<file path="src/rtl/multicycle_ctrl.sv">
// Multi-cycle MIPS-subset control FSM: sequences fetch/decode/execute/memory/write-back
// steps, waits on the memory-ready handshake, and counts retired instructions.
module multicycle_ctrl (
  input  logic        clk_i,
  input  logic        rst_i,
  input  logic [5:0]  instr_op_i,
  input  logic        mem_ready_i,
  output logic        PCWrite_o,
  output logic        PCWriteCond_o,
  output logic        IorD_o,
  output logic        MemRead_o,
  output logic        MemWrite_o,
  output logic        IRWrite_o,
  output logic        MemtoReg_o,
  output logic        RegDst_o,
  output logic        RegWrite_o,
  output logic        ALUSrcA_o,
  output logic [1:0]  ALUSrcB_o,
  output logic [2:0]  ALUOp_o,
  output logic [1:0]  PCSource_o,
  output logic [3:0]  state_o,
  output logic        retire_o,
  output logic        illegal_o,
  output logic [31:0] instr_cnt_o
);

  typedef enum logic [3:0] {
    S_FETCH    = 4'd0,
    S_DECODE   = 4'd1,
    S_MEM_ADDR = 4'd2,
    S_MEM_RD   = 4'd3,
    S_MEM_WB   = 4'd4,
    S_MEM_WR   = 4'd5,
    S_R_EXEC   = 4'd6,
    S_R_WB     = 4'd7,
    S_BRANCH   = 4'd8,
    S_JUMP     = 4'd9,
    S_I_EXEC   = 4'd10,
    S_I_WB     = 4'd11
  } state_t;

  localparam logic [5:0] OP_RTYPE = 6'h00;
  localparam logic [5:0] OP_J     = 6'h02;
  localparam logic [5:0] OP_BEQ   = 6'h04;
  localparam logic [5:0] OP_ADDI  = 6'h08;
  localparam logic [5:0] OP_SLTI  = 6'h0A;
  localparam logic [5:0] OP_LW    = 6'h23;
  localparam logic [5:0] OP_SW    = 6'h2B;

  // Held as a plain 4-bit vector so the unused codes 12-15 remain representable.
  logic [3:0]  r_state;
  logic [31:0] r_cnt;
  state_t      w_next;

  logic        w_pcWrite, w_pcWriteCond, w_iorD, w_memRead, w_memWrite, w_irWrite;
  logic        w_memtoReg, w_regDst, w_regWrite, w_aluSrcA, w_retire, w_illegal;
  logic [1:0]  w_aluSrcB, w_pcSource;
  logic [2:0]  w_aluOp;
  logic [2:0]  w_immAluOp;

  assign w_immAluOp = (instr_op_i == OP_SLTI) ? 3'b011 : 3'b000;

  always_ff @(posedge clk_i or posedge rst_i) begin
    if (rst_i) r_state <= S_FETCH;
    else       r_state <= w_next;
  end

  always_comb begin
    w_next        = S_FETCH;
    w_pcWrite     = 1'b0;
    w_pcWriteCond = 1'b0;
    w_iorD        = 1'b0;
    w_memRead     = 1'b0;
    w_memWrite    = 1'b0;
    w_irWrite     = 1'b0;
    w_memtoReg    = 1'b0;
    w_regDst      = 1'b0;
    w_regWrite    = 1'b0;
    w_aluSrcA     = 1'b0;
    w_aluSrcB     = 2'b00;
    w_aluOp       = 3'b000;
    w_pcSource    = 2'b00;
    w_retire      = 1'b0;
    w_illegal     = 1'b0;
    case (r_state)
      S_FETCH: begin
        w_memRead = 1'b1;
        w_aluSrcB = 2'b01;
        w_irWrite = mem_ready_i;
        w_pcWrite = mem_ready_i;
        w_next    = mem_ready_i ? S_DECODE : S_FETCH;
      end
      S_DECODE: begin
        // Speculatively compute the branch target into ALUOut.
        w_aluSrcB = 2'b11;
        case (instr_op_i)
          OP_LW, OP_SW:     w_next = S_MEM_ADDR;
          OP_RTYPE:         w_next = S_R_EXEC;
          OP_BEQ:           w_next = S_BRANCH;
          OP_J:             w_next = S_JUMP;
          OP_ADDI, OP_SLTI: w_next = S_I_EXEC;
          default: begin
            w_next    = S_FETCH;
            w_illegal = 1'b1;
          end
        endcase
      end
      S_MEM_ADDR: begin
        w_aluSrcA = 1'b1;
        w_aluSrcB = 2'b10;
        w_next    = (instr_op_i == OP_SW) ? S_MEM_WR : S_MEM_RD;
      end
      S_MEM_RD: begin
        w_memRead = 1'b1;
        w_iorD    = 1'b1;
        w_next    = mem_ready_i ? S_MEM_WB : S_MEM_RD;
      end
      S_MEM_WB: begin
        w_memtoReg = 1'b1;
        w_regWrite = 1'b1;
        w_retire   = 1'b1;
      end
      S_MEM_WR: begin
        w_memWrite = 1'b1;
        w_iorD     = 1'b1;
        w_retire   = mem_ready_i;
        w_next     = mem_ready_i ? S_FETCH : S_MEM_WR;
      end
      S_R_EXEC: begin
        w_aluSrcA = 1'b1;
        w_aluOp   = 3'b010;
        w_next    = S_R_WB;
      end
      S_R_WB: begin
        w_regDst   = 1'b1;
        w_regWrite = 1'b1;
        w_retire   = 1'b1;
      end
      S_BRANCH: begin
        w_aluSrcA     = 1'b1;
        w_aluOp       = 3'b001;
        w_pcWriteCond = 1'b1;
        w_pcSource    = 2'b01;
        w_retire      = 1'b1;
      end
      S_JUMP: begin
        w_pcWrite  = 1'b1;
        w_pcSource = 2'b10;
        w_retire   = 1'b1;
      end
      S_I_EXEC: begin
        w_aluSrcA = 1'b1;
        w_aluSrcB = 2'b10;
        w_aluOp   = w_immAluOp;
        w_next    = S_I_WB;
      end
      S_I_WB: begin
        w_regWrite = 1'b1;
        w_aluOp    = w_immAluOp;
        w_retire   = 1'b1;
      end
      default: w_next = S_FETCH;
    endcase
  end

  // Architectural side effects are suppressed for as long as reset is held.
  assign PCWrite_o     = w_pcWrite     & ~rst_i;
  assign PCWriteCond_o = w_pcWriteCond & ~rst_i;
  assign IRWrite_o     = w_irWrite     & ~rst_i;
  assign RegWrite_o    = w_regWrite    & ~rst_i;
  assign MemWrite_o    = w_memWrite    & ~rst_i;
  assign retire_o      = w_retire      & ~rst_i;
  assign illegal_o     = w_illegal     & ~rst_i;
  assign IorD_o        = w_iorD;
  assign MemRead_o     = w_memRead;
  assign MemtoReg_o    = w_memtoReg;
  assign RegDst_o      = w_regDst;
  assign ALUSrcA_o     = w_aluSrcA;
  assign ALUSrcB_o     = w_aluSrcB;
  assign ALUOp_o       = w_aluOp;
  assign PCSource_o    = w_pcSource;
  assign state_o       = r_state;
  assign instr_cnt_o   = r_cnt;

  always_ff @(posedge clk_i or posedge rst_i) begin
    if (rst_i)         r_cnt <= 32'd0;
    else if (retire_o) r_cnt <= r_cnt + 32'd1;
  end

endmodule

</file>
<file path="config.mk">
export PLATFORM = sky130hd
export DESIGN_NAME = multicycle_ctrl
export DESIGN_NICKNAME = d
export VERILOG_FILES = /design/src/rtl/multicycle_ctrl.sv
export SDC_FILE = /design/constraint.sdc
export NUM_CORES = 1
export LEC_CHECK = 0
export BUFFER_PORTS_ARGS = -buffer_cell sky130_fd_sc_hd__buf_4
export CAP_MARGIN = 20
export CORE_MARGIN = 2
export CORE_UTILIZATION = 55
export DETAILED_ROUTE_END_ITERATION = 8
export PLACE_DENSITY = 0.85
export SLEW_MARGIN = 15
export SYNTH_ARGS = -nofsm -noshare
export SYNTH_HDL_FRONTEND = slang
export SYNTH_SLANG_ARGS = --single-unit
</file>
<file path="constraint.sdc">
create_clock -name clk_i -period 5.85 [get_ports clk_i]
set_clock_uncertainty 0.1 [all_clocks]
set_input_delay 1.17 -clock clk_i [delete_from_list [all_inputs] [get_ports clk_i]]
set_output_delay 1.17 -clock clk_i [all_outputs]
set_load 0.1 [all_outputs]
</file>
==> results of run 1 <==
-- power by group through the flow --
stage	Sequential [mW]	Combinational, mW	Clock, mW
6_report	0.314	0.467	0.180
5_1_grt	0.318	0.485	0.196
4_1_cts	0.313	0.468	0.184
3_5_place_dp	0.317	0.467	0
3_3_place_gp	0.317	0.464	0
2_1_floorplan	0.408	0.291	0
-- metrics by stage --
stage | setup WS, ns | utilization, % | hold WS [ns]
after floorplan | 0.168 | - | 0.891
after global placement | 2.17 | 69.7 | 0.356
after detailed placement | 2.15 | 69.7 | 0.361
after CTS | 2.15 | 72.3 | 0.374
after global routing | 2.05 | 72.3 | 0.395
final | 2.14 | 72.3 | 0.371
-- final timing paths --
kind	startpoint	to	slack (ns)	cells after the start
max	rst_i	retire_o	2.14	5
min	instr_cnt_o[31]	instr_cnt_o[31]	0.37	1
min reg2reg	instr_cnt_o[31]	instr_cnt_o[31]	0.37	1
max reg2reg	state_o[0]	instr_cnt_o[29]	3.16	5
max in group asynchronous	rst_i	state_o[3]	4.36	3
min in group asynchronous	rst_i	state_o[0]	0.96	3
-- layout make-up --
cell class	instances	area share, %
clock buffers	7	3.24
clock inverters	1	0.282
inverters	8	1.13
multi-input cells	170	41.6
flip-flops and latches	36	33.8
well taps	48	2.25
repair buffers	63	17.7
-- worst register-to-register path, delay by kind of cell (launching register included) --
family	cells	cell delay [ns]
AND/OR/NAND/NOR	4	1.51
XOR/XNOR	1	0.20
flip-flops	1	0.77
-- routing by layer --
metal  up-vias  part of all wire [%]
met5         -                     0
met4         0                   1.5
met3         5                   5.1
met2        59                    50
met1       885                    43
li1        905                     -
-- cells in the mapped netlist (5+ instances only) --
cell type	instances
nor3_1	10
nand2_1	21
xnor2_1	19
dfrtp_1	36
nand4_1	6
a21oi_1	6
nor4_2	6
nand3_1	18
nor2_1	19
xor2_1	14
and3_1	6
nor4_1	5
inv_1	8
-- logic make-up (layout without fill, tap and decap cells) --
logic type	Yosys count	count (layout)
compound gates	22	22
xor+xnor	33	33
fa+ha+maj	1	1
buf+inv	21	79
flops	36	36
mux	1	1
other cells	1	1
simple gates	112	112
-- flip-flops by register name, summed over array words and instances (netlist names) --
signal	flops
instr_cnt_o	32
state_o	4
==> results.sh, run 1 <==
export IMPL_worstPathArrival_ns=2.44
export IMPL_maxCapViolations=0
export IMPL_routed_wl_mm=4.73
export IMPL_avgSynthCellArea_um2=9.33
export IMPL_peakVddDrop_v=0.000300
export IMPL_hold_class="reg -> reg"
export IMPL_clkPwrFrac_pct=18.7
export IMPL_grt_pass1_vias=1748
export IMPL_post_cts_resized=0
export IMPL_path_max_fanout=5
export IMPL_ios=64
export IMPL_cts_tree="built"
export IMPL_synth_warnings=0
export IMPL_place_area_um2=2570
export IMPL_num_fill_cells=300
export IMPL_yosysTopAreaCell="dfrtp_1"
export IMPL_postRouteAntennaNets=0
export IMPL_synth_seq_cells=36
export IMPL_synth_xor_area_share_pct=13.7
export IMPL_postCtsHoldBufs=0
export IMPL_placed_cells=325
export IMPL_fmax_mhz=269
export IMPL_status="finished clean"
export IMPL_busiest_layer="met2"
export IMPL_critPathKind="in -> out"
export IMPL_finalSetupViolCount=0
export IMPL_die_w_um=66.0
export IMPL_gp_congestion=0.845
export IMPL_synth_distinct_cells=44
export IMPL_cp_common_cell="buf_4"
export IMPL_synth_simple_area_share_pct=30.7
export IMPL_register_area_um2=901
export IMPL_p_sw_share_pct=52.0
export IMPL_grt_pass1_wl_mm=7.87
export IMPL_antenna_found_initial=0
export IMPL_final_cell_mix="buf_4 (63), dfrtp_1 (36), nand2_1 (21)"
export IMPL_pwr_share_comb_pct=48.6
export IMPL_worstSetupStartpointType="input port"
export IMPL_cellLeakagePower_nw=1.27
export IMPL_io_buffers=62
export IMPL_met3_usage_pct=4.43
export IMPL_finalCritPeriodShare_pct=63.5
export IMPL_finalPower_mw=0.961
export IMPL_cts_root_buf="clkbuf_8"
export IMPL_drive_gt1_share_pct=29.8
export IMPL_clk_pin_slew_ns=0.07
export IMPL_min_period_ns=3.71
export IMPL_clkLatencyLatePin_ns=0.29
export IMPL_firstDrtPassIters=4
export IMPL_clkSinkCount=36
export IMPL_synth_ff_type="dfrtp_1"
export IMPL_dpl_hpwl_mm=3.37
export IMPL_synthMuxAreaShare_pct=0.473
export IMPL_end_kind="output pin"
export IMPL_async_reset_ff_share_pct=100
export IMPL_worst_path_buf_inv=3
export IMPL_finalHoldViolCount=0
export IMPL_wl_per_cell_um=14.2
export IMPL_netlist_instances=227
export IMPL_cp_slowest_cell="or3_4"
export IMPL_synth_top_area_share_pct=42.6
export IMPL_diodes=0
export IMPL_final_area_um2=2670
export IMPL_synth_compound_area_share_pct=6.80
export IMPL_powerDensity_nw_per_um2=361
export IMPL_synth_area_top_cells="dfrtp_1 (43%), xnor2_1 (7.9%), xor2_1 (5.8%)"
export IMPL_num_rows=22
export IMPL_dieArea_um2=4360
export IMPL_drc=0
export IMPL_htree_levels=2
export IMPL_pwr_share_seq_pct=32.7
export IMPL_p_int_mw=0.461
export IMPL_postCtsSetupBuffers=0
export IMPL_instances_no_fill=333
export IMPL_synth_adder_area_share_pct=0.591
export IMPL_grt_util_met2_pct=40.2
export IMPL_seq_area_frac_synth_pct=42.6
export IMPL_use_met1_pct=29.4
export IMPL_syn_area_um2=2120
export IMPL_die_h_um=66.0
export IMPL_synthToLayoutAreaGrowth_pct=25.9
export IMPL_final_common_cell="buf_4"
export IMPL_cts_path_max_buffers=2
export IMPL_max_slew_margin_pct=35.4
export IMPL_initial_utilization_pct=57.4
export IMPL_multi_input_comb_area_um2=1110
export IMPL_grt_max_degree=39
export IMPL_via_per_inst=5.57
export IMPL_syn_nets=237
export IMPL_fin_tns_setup_ns=0
export IMPL_nets=294
export IMPL_path_cells="buf_4 > or3_4 > or2_2 > inv_1 > buf_4"
export IMPL_core_um2=3690
export IMPL_dr_first_iter_drc_count=127
export IMPL_required_ns=4.58
export IMPL_rsz0062_at_grt="false"
export IMPL_worst_pin_slew_ns=0.961
export IMPL_slew_violations=0
export IMPL_vias=1854
export IMPL_gr_total_overflow=0
export IMPL_critPathTopFamily="simple AND/OR/NAND/NOR gates"
export IMPL_synth_edf_count=0
export IMPL_cts_buffers=5
export IMPL_synth_top_family_by_area="simple AND/OR/NAND/NOR gates"
export IMPL_p_sw_mw=0.500
export IMPL_grt_total_usage_pct=23.4
export IMPL_cp_slowest_stage_delay_ns=0.40
(Power assumes the default switching activity.)
==> run 2: changes to the inputs <==
--- a/config.mk
+++ b/config.mk
@@ -8,9 +8,9 @@
 export BUFFER_PORTS_ARGS = -buffer_cell sky130_fd_sc_hd__buf_4
 export CAP_MARGIN = 20
 export CORE_MARGIN = 2
-export CORE_UTILIZATION = 55
+export CORE_UTILIZATION = 51
 export DETAILED_ROUTE_END_ITERATION = 8
-export PLACE_DENSITY = 0.85
+export PLACE_DENSITY = 0.79
 export SLEW_MARGIN = 15
 export SYNTH_ARGS = -nofsm -noshare
 export SYNTH_HDL_FRONTEND = slang
==> constraint.sdc (replaced) <==
create_clock -name clk_i -period 3.6 [get_ports clk_i]
set_clock_uncertainty 0.1 [all_clocks]
set_input_delay 0.72 -clock clk_i [delete_from_list [all_inputs] [get_ports clk_i]]
set_output_delay 0.72 -clock clk_i [all_outputs]
set_load 0.1 [all_outputs]
==> run 2 against run 1 <==
Effect of this change:
- sequential share of layout area shrank 1.2 points
- utilization shrank 3.2 points
- non-clock buffer count grew 3
- worst setup slack lost 1.8 ns
- die area grew 7.4%
- routed wire length grew 3.4%
- via count shrank 0.16%
- critical endpoint unchanged
==> results.sh, run 2 (synthesis results as in run 1) <==
export IMPL_finalCritPeriodShare_pct=90.0
export IMPL_finalHoldViolCount=0
export IMPL_r2r_start="state_o[2]"
export IMPL_grt_pass1_vias=1701
export IMPL_vias=1851
export IMPL_postCtsSetupBuffers=0
export IMPL_max_slew_margin_pct=46.4
export IMPL_drc=0
export IMPL_synthToLayoutAreaGrowth_pct=30.5
export IMPL_finalSetupViolCount=0
export IMPL_whs_ns=0.364
export IMPL_fin_ws_ns=0.359
export IMPL_die_w_um=68.4
export IMPL_ios=64
export IMPL_final_common_cell="buf_4"
export IMPL_antenna_found_initial=0
export IMPL_worstPathArrival_ns=2.42
export IMPL_dieArea_um2=4680
export IMPL_routed_wl_mm=4.89
export IMPL_cts_path_max_buffers=2
export IMPL_io_buffers=62
export IMPL_cellLeakagePower_nw=1.30
export IMPL_cts_root_buf="clkbuf_8"
export IMPL_grt_max_degree=20
export IMPL_initial_utilization_pct=52.9
export IMPL_clkLatencyLatePin_ns=0.28
export IMPL_slew_violations=0
export IMPL_maxCapViolations=0
export IMPL_required_ns=2.78
export IMPL_firstDrtPassIters=4
export IMPL_dpl_hpwl_mm=3.59
export IMPL_powerDensity_nw_per_um2=582
export IMPL_path_max_fanout=19
export IMPL_via_per_inst=5.48
export IMPL_die_h_um=68.4
export IMPL_core_um2=4000
export IMPL_hold_class="in -> async"
export IMPL_dr_first_iter_drc_count=125
export IMPL_postCtsHoldBufs=0
export IMPL_critPathKind="reg -> out"
export IMPL_end_kind="output pin"
export IMPL_grt_total_usage_pct=22.4
export IMPL_rsz0062_at_grt="false"
export IMPL_diodes=0
export IMPL_cts_buffers=5
export IMPL_post_place_ws_ns=0.676
export IMPL_largest_reg_flops=32
export IMPL_fmax_mhz=309
export IMPL_nets=297
export IMPL_cts_tree="built"
export IMPL_grt_pass1_wl_mm=7.82
export IMPL_peakVddDrop_v=0.000878
export IMPL_drive_gt1_share_pct=34.7
export IMPL_worst_pin_slew_ns=0.798
export IMPL_gp_congestion=0.815
export IMPL_min_period_ns=3.24
export IMPL_num_rows=23
export IMPL_gr_total_overflow=0
export IMPL_final_cell_mix="buf_4 (66), dfrtp_1 (36), nand2_1 (21)"
export IMPL_postRouteAntennaNets=0
export IMPL_clk_pin_slew_ns=0.07
export IMPL_cp_startpoint="state_o[0]"
export IMPL_clkSinkCount=36
export IMPL_htree_levels=2
export IMPL_wl_per_cell_um=14.5
export IMPL_post_cts_resized=0
export IMPL_status="finished clean"
export IMPL_worstSetupStartpointType="register"
[run 2: final cells by class]
type	count	area, um^2
multi-input cells	170	1180
fillers	304	1240
clock buffers	7	86.3
repair buffers	66	495
inverters	8	30.0
flip-flops and latches	36	901
clock inverters	1	7.51
well taps	50	62.6
[run 2: stage by stage]
stage	setup TNS [ns]	utilization [%]	area [um^2]	total power, mW	instances
after floorplan	-1.30	-	2190	1.17	227
after global placement	0	66.7	2670	1.31	330
after detailed placement	0	66.7	2670	1.31	330
after CTS	0	69.1	2760	1.62	338
after global routing	0	69.1	2760	1.67	338
final	0	69.1	2760	1.61	338
[run 2: final timing paths]
| kind | endpoint | slack (ns) | cells past startpoint |
|---|---|---|---|
| setup / recovery | retire_o | 0.36 | 5 |
| hold / removal | state_o[1] | 0.36 | 2 |
| setup reg to reg | instr_cnt_o[14] | 1.03 | 5 |
| hold reg to reg | instr_cnt_o[31] | 0.38 | 1 |
| max in group asynchronous | instr_cnt_o[23] | 2.46 | 3 |
| min in group clk_i | instr_cnt_o[31] | 0.38 | 1 |
[run 2: worst max-delay path: stages, from the launching register on]
cell and delay (ns):
dfrtp_1 0.82, nand2b_1 0.25, o31ai_1 0.51, or2_2 0.25, inv_1 0.07, buf_4 0.23
[run 2: per-layer routing]
layer | global-route usage, % | share of wire, %
met4 | 6.50 | 1.0
met2 | 35.9 | 49
met1 | 30.1 | 45
met5 | 0 | 0
met3 | 5.10 | 4.6
[run 2: report_power, final]
part,internal (mW),switching (mW),leakage (nW)
combinational,0.178,0.622,0.771
sequential,0.430,0.0757,0.482
clock,0.156,0.146,0.0445
total,0.764,0.844,1.30
==> run 3: changes to the inputs <==
--- a/config.mk
+++ b/config.mk
@@ -5,11 +5,11 @@
 export SDC_FILE = /design/constraint.sdc
 export NUM_CORES = 1
 export LEC_CHECK = 0
-export BUFFER_PORTS_ARGS = -buffer_cell sky130_fd_sc_hd__buf_4
 export CAP_MARGIN = 20
 export CORE_MARGIN = 2
-export CORE_UTILIZATION = 51
+export CORE_UTILIZATION = 63
 export DETAILED_ROUTE_END_ITERATION = 8
+export DONT_BUFFER_PORTS = 1
 export PLACE_DENSITY = 0.79
 export SLEW_MARGIN = 15
 export SYNTH_ARGS = -nofsm -noshare
==> run 3 against run 2 <==
Effect of this change:
- worst setup slack gained 0.24 ns
- non-clock buffer count decreased by 16
- hold slack lost 0.075 ns
- final area is 0.91% lower
- utilization grew 14 points
- routed wire length increased by 10%
- highest routed layer unchanged
==> results.sh, run 3 (synthesis results as in run 1) <==
export IMPL_status="finished clean"
export IMPL_dpl_hpwl_mm=3.92
export IMPL_num_rows=21
export IMPL_whs_ns=0.289
export IMPL_worstRegToRegCells=5
export IMPL_routed_wl_mm=5.38
export IMPL_postRouteAntennaNets=0
export IMPL_path_max_fanout=15
export IMPL_cp_common_cell="inv_1"
export IMPL_finalHoldViolCount=0
export IMPL_final_common_cell="buf_4"
export IMPL_synthToLayoutAreaGrowth_pct=29.3
export IMPL_worstPathArrival_ns=2.18
export IMPL_vias=1915
export IMPL_max_slew_margin_pct=34.1
export IMPL_met2WireLength_mm=2.84
export IMPL_largest_reg_flops=32
export IMPL_place_area_um2=2640
export IMPL_cp_slowest_cell="dfrtp_2"
export IMPL_wl_met1_mm=2.02
export IMPL_clkLatencyLatePin_ns=0.34
export IMPL_cts_tree="built"
export IMPL_maxCapViolations=0
export IMPL_final_area_um2=2740
export IMPL_min_period_ns=3.00
export IMPL_gr_total_overflow=0
export IMPL_required_ns=2.78
export IMPL_powerDensity_nw_per_um2=610
export IMPL_nets=281
export IMPL_end_kind="output pin"
export IMPL_grt_pass1_vias=1870
export IMPL_ios=64
export IMPL_antenna_found_initial=0
export IMPL_rsz0062_at_grt="false"
export IMPL_grt_max_degree=39
export IMPL_fin_util_pct=83.4
export IMPL_cts_buffers=5
export IMPL_post_place_ws_ns=0.959
export IMPL_initial_utilization_pct=64.5
export IMPL_dieArea_um2=3840
export IMPL_grt_pass1_wl_mm=8.46
export IMPL_hold_class="in -> async"
export IMPL_highest_layer="met4"
export IMPL_fmax_mhz=334
export IMPL_postCtsHoldBufs=0
export IMPL_worst_pin_slew_ns=0.989
export IMPL_instances_no_fill=318
export IMPL_die_h_um=62.0
export IMPL_dr_first_iter_drc_count=171
export IMPL_peakVddDrop_v=0.000631
export IMPL_clk_pin_slew_ns=0.11
export IMPL_r2r_start="state_o[2]"
export IMPL_cp_slowest_stage_delay_ns=0.61
export IMPL_clkSinkCount=36
export IMPL_finalCritPeriodShare_pct=83.3
export IMPL_wl_met3_um=422
export IMPL_path_cells="inv_1 > o31ai_1 > or2_2 > inv_1 > buf_4"
export IMPL_worstSetupStartpointType="register"
export IMPL_diodes=0
export IMPL_post_cts_resized=0
export IMPL_reg2reg_to="instr_cnt_o[29]"
export IMPL_grt_total_usage_pct=29.8
export IMPL_cts_path_max_buffers=2
export IMPL_die_w_um=62.0
export IMPL_cellLeakagePower_nw=1.23
export IMPL_fin_ws_ns=0.602
export IMPL_firstDrtPassIters=4
export IMPL_finalSetupViolCount=0
export IMPL_cts_root_buf="clkbuf_4"
export IMPL_slew_violations=0
export IMPL_htree_levels=2
export IMPL_r2r_setup_slack_ns=0.98
export IMPL_final_cell_mix="buf_4 (48), dfrtp_1 (32), nand2_1 (21)"
export IMPL_drc=0
export IMPL_critPathKind="reg -> out"
export IMPL_postCtsSetupBuffers=0
export IMPL_drive_gt1_share_pct=34.2
export IMPL_placed_cells=310
export IMPL_wl_per_cell_um=16.9
export IMPL_core_um2=3280
export IMPL_io_buffers=0
export IMPL_via_per_inst=6.02
export IMPL_gp_congestion=0.845
[run 3: power by group]
part | total, mW | switching (mW) | internal (mW)
clock network | 0.315 | 0.131 | 0.184
logic | 0.897 | 0.703 | 0.194
registers | 0.459 | 0.0269 | 0.432
total | 1.67 | 0.860 | 0.811
[run 3: area by class of cell]
cell class | count | area (um^2)
clock buffers | 7 | 65.1
clock inverters | 1 | 30.0
fillers | 190 | 547
inverters | 8 | 30.0
multi-input cells | 170 | 1250
flip-flops and latches | 36 | 906
well taps | 46 | 57.6
repair buffers | 50 | 400
[run 3: per-layer routing]
layer  vias to the layer above  track usage [%]
li1                        878                -
met1                       921             33.6
met2                       100             54.0
met3                        16             8.90
met4                         0             8.81
met5                         -                0
[run 3: worst max-delay path by stage]
stage | from | to | depth (start not counted)
global placement | rst_i | retire_o | 4
detailed placement | instr_op_i[2] | ALUOp_o[1] | 5
finish | state_o[2] | retire_o | 5
CTS | state_o[2] | retire_o | 5
floorplan | state_o[0] | PCWrite_o | 4
global route | state_o[2] | retire_o | 5
[run 3: worst max-delay path, delay by kind of cell, from the launching register on]
family / cells / cell delay, ns
DFF: 1 / 0.61
AOI/OAI and AO/OA: 1 / 0.51
buffers and inverters: 3 / 0.46
and+or+nand+nor: 1 / 0.25
[run 3: per-stage QoR]
| step | setup TNS [ns] | power, mW |
|---|---|---|
| floorplan | -1.30 | 1.17 |
| CTS | 0 | 1.68 |
| global placement | 0 | 1.34 |
| detailed placement | 0 | 1.36 |
| global route | 0 | 1.73 |
| finish | 0 | 1.67 |
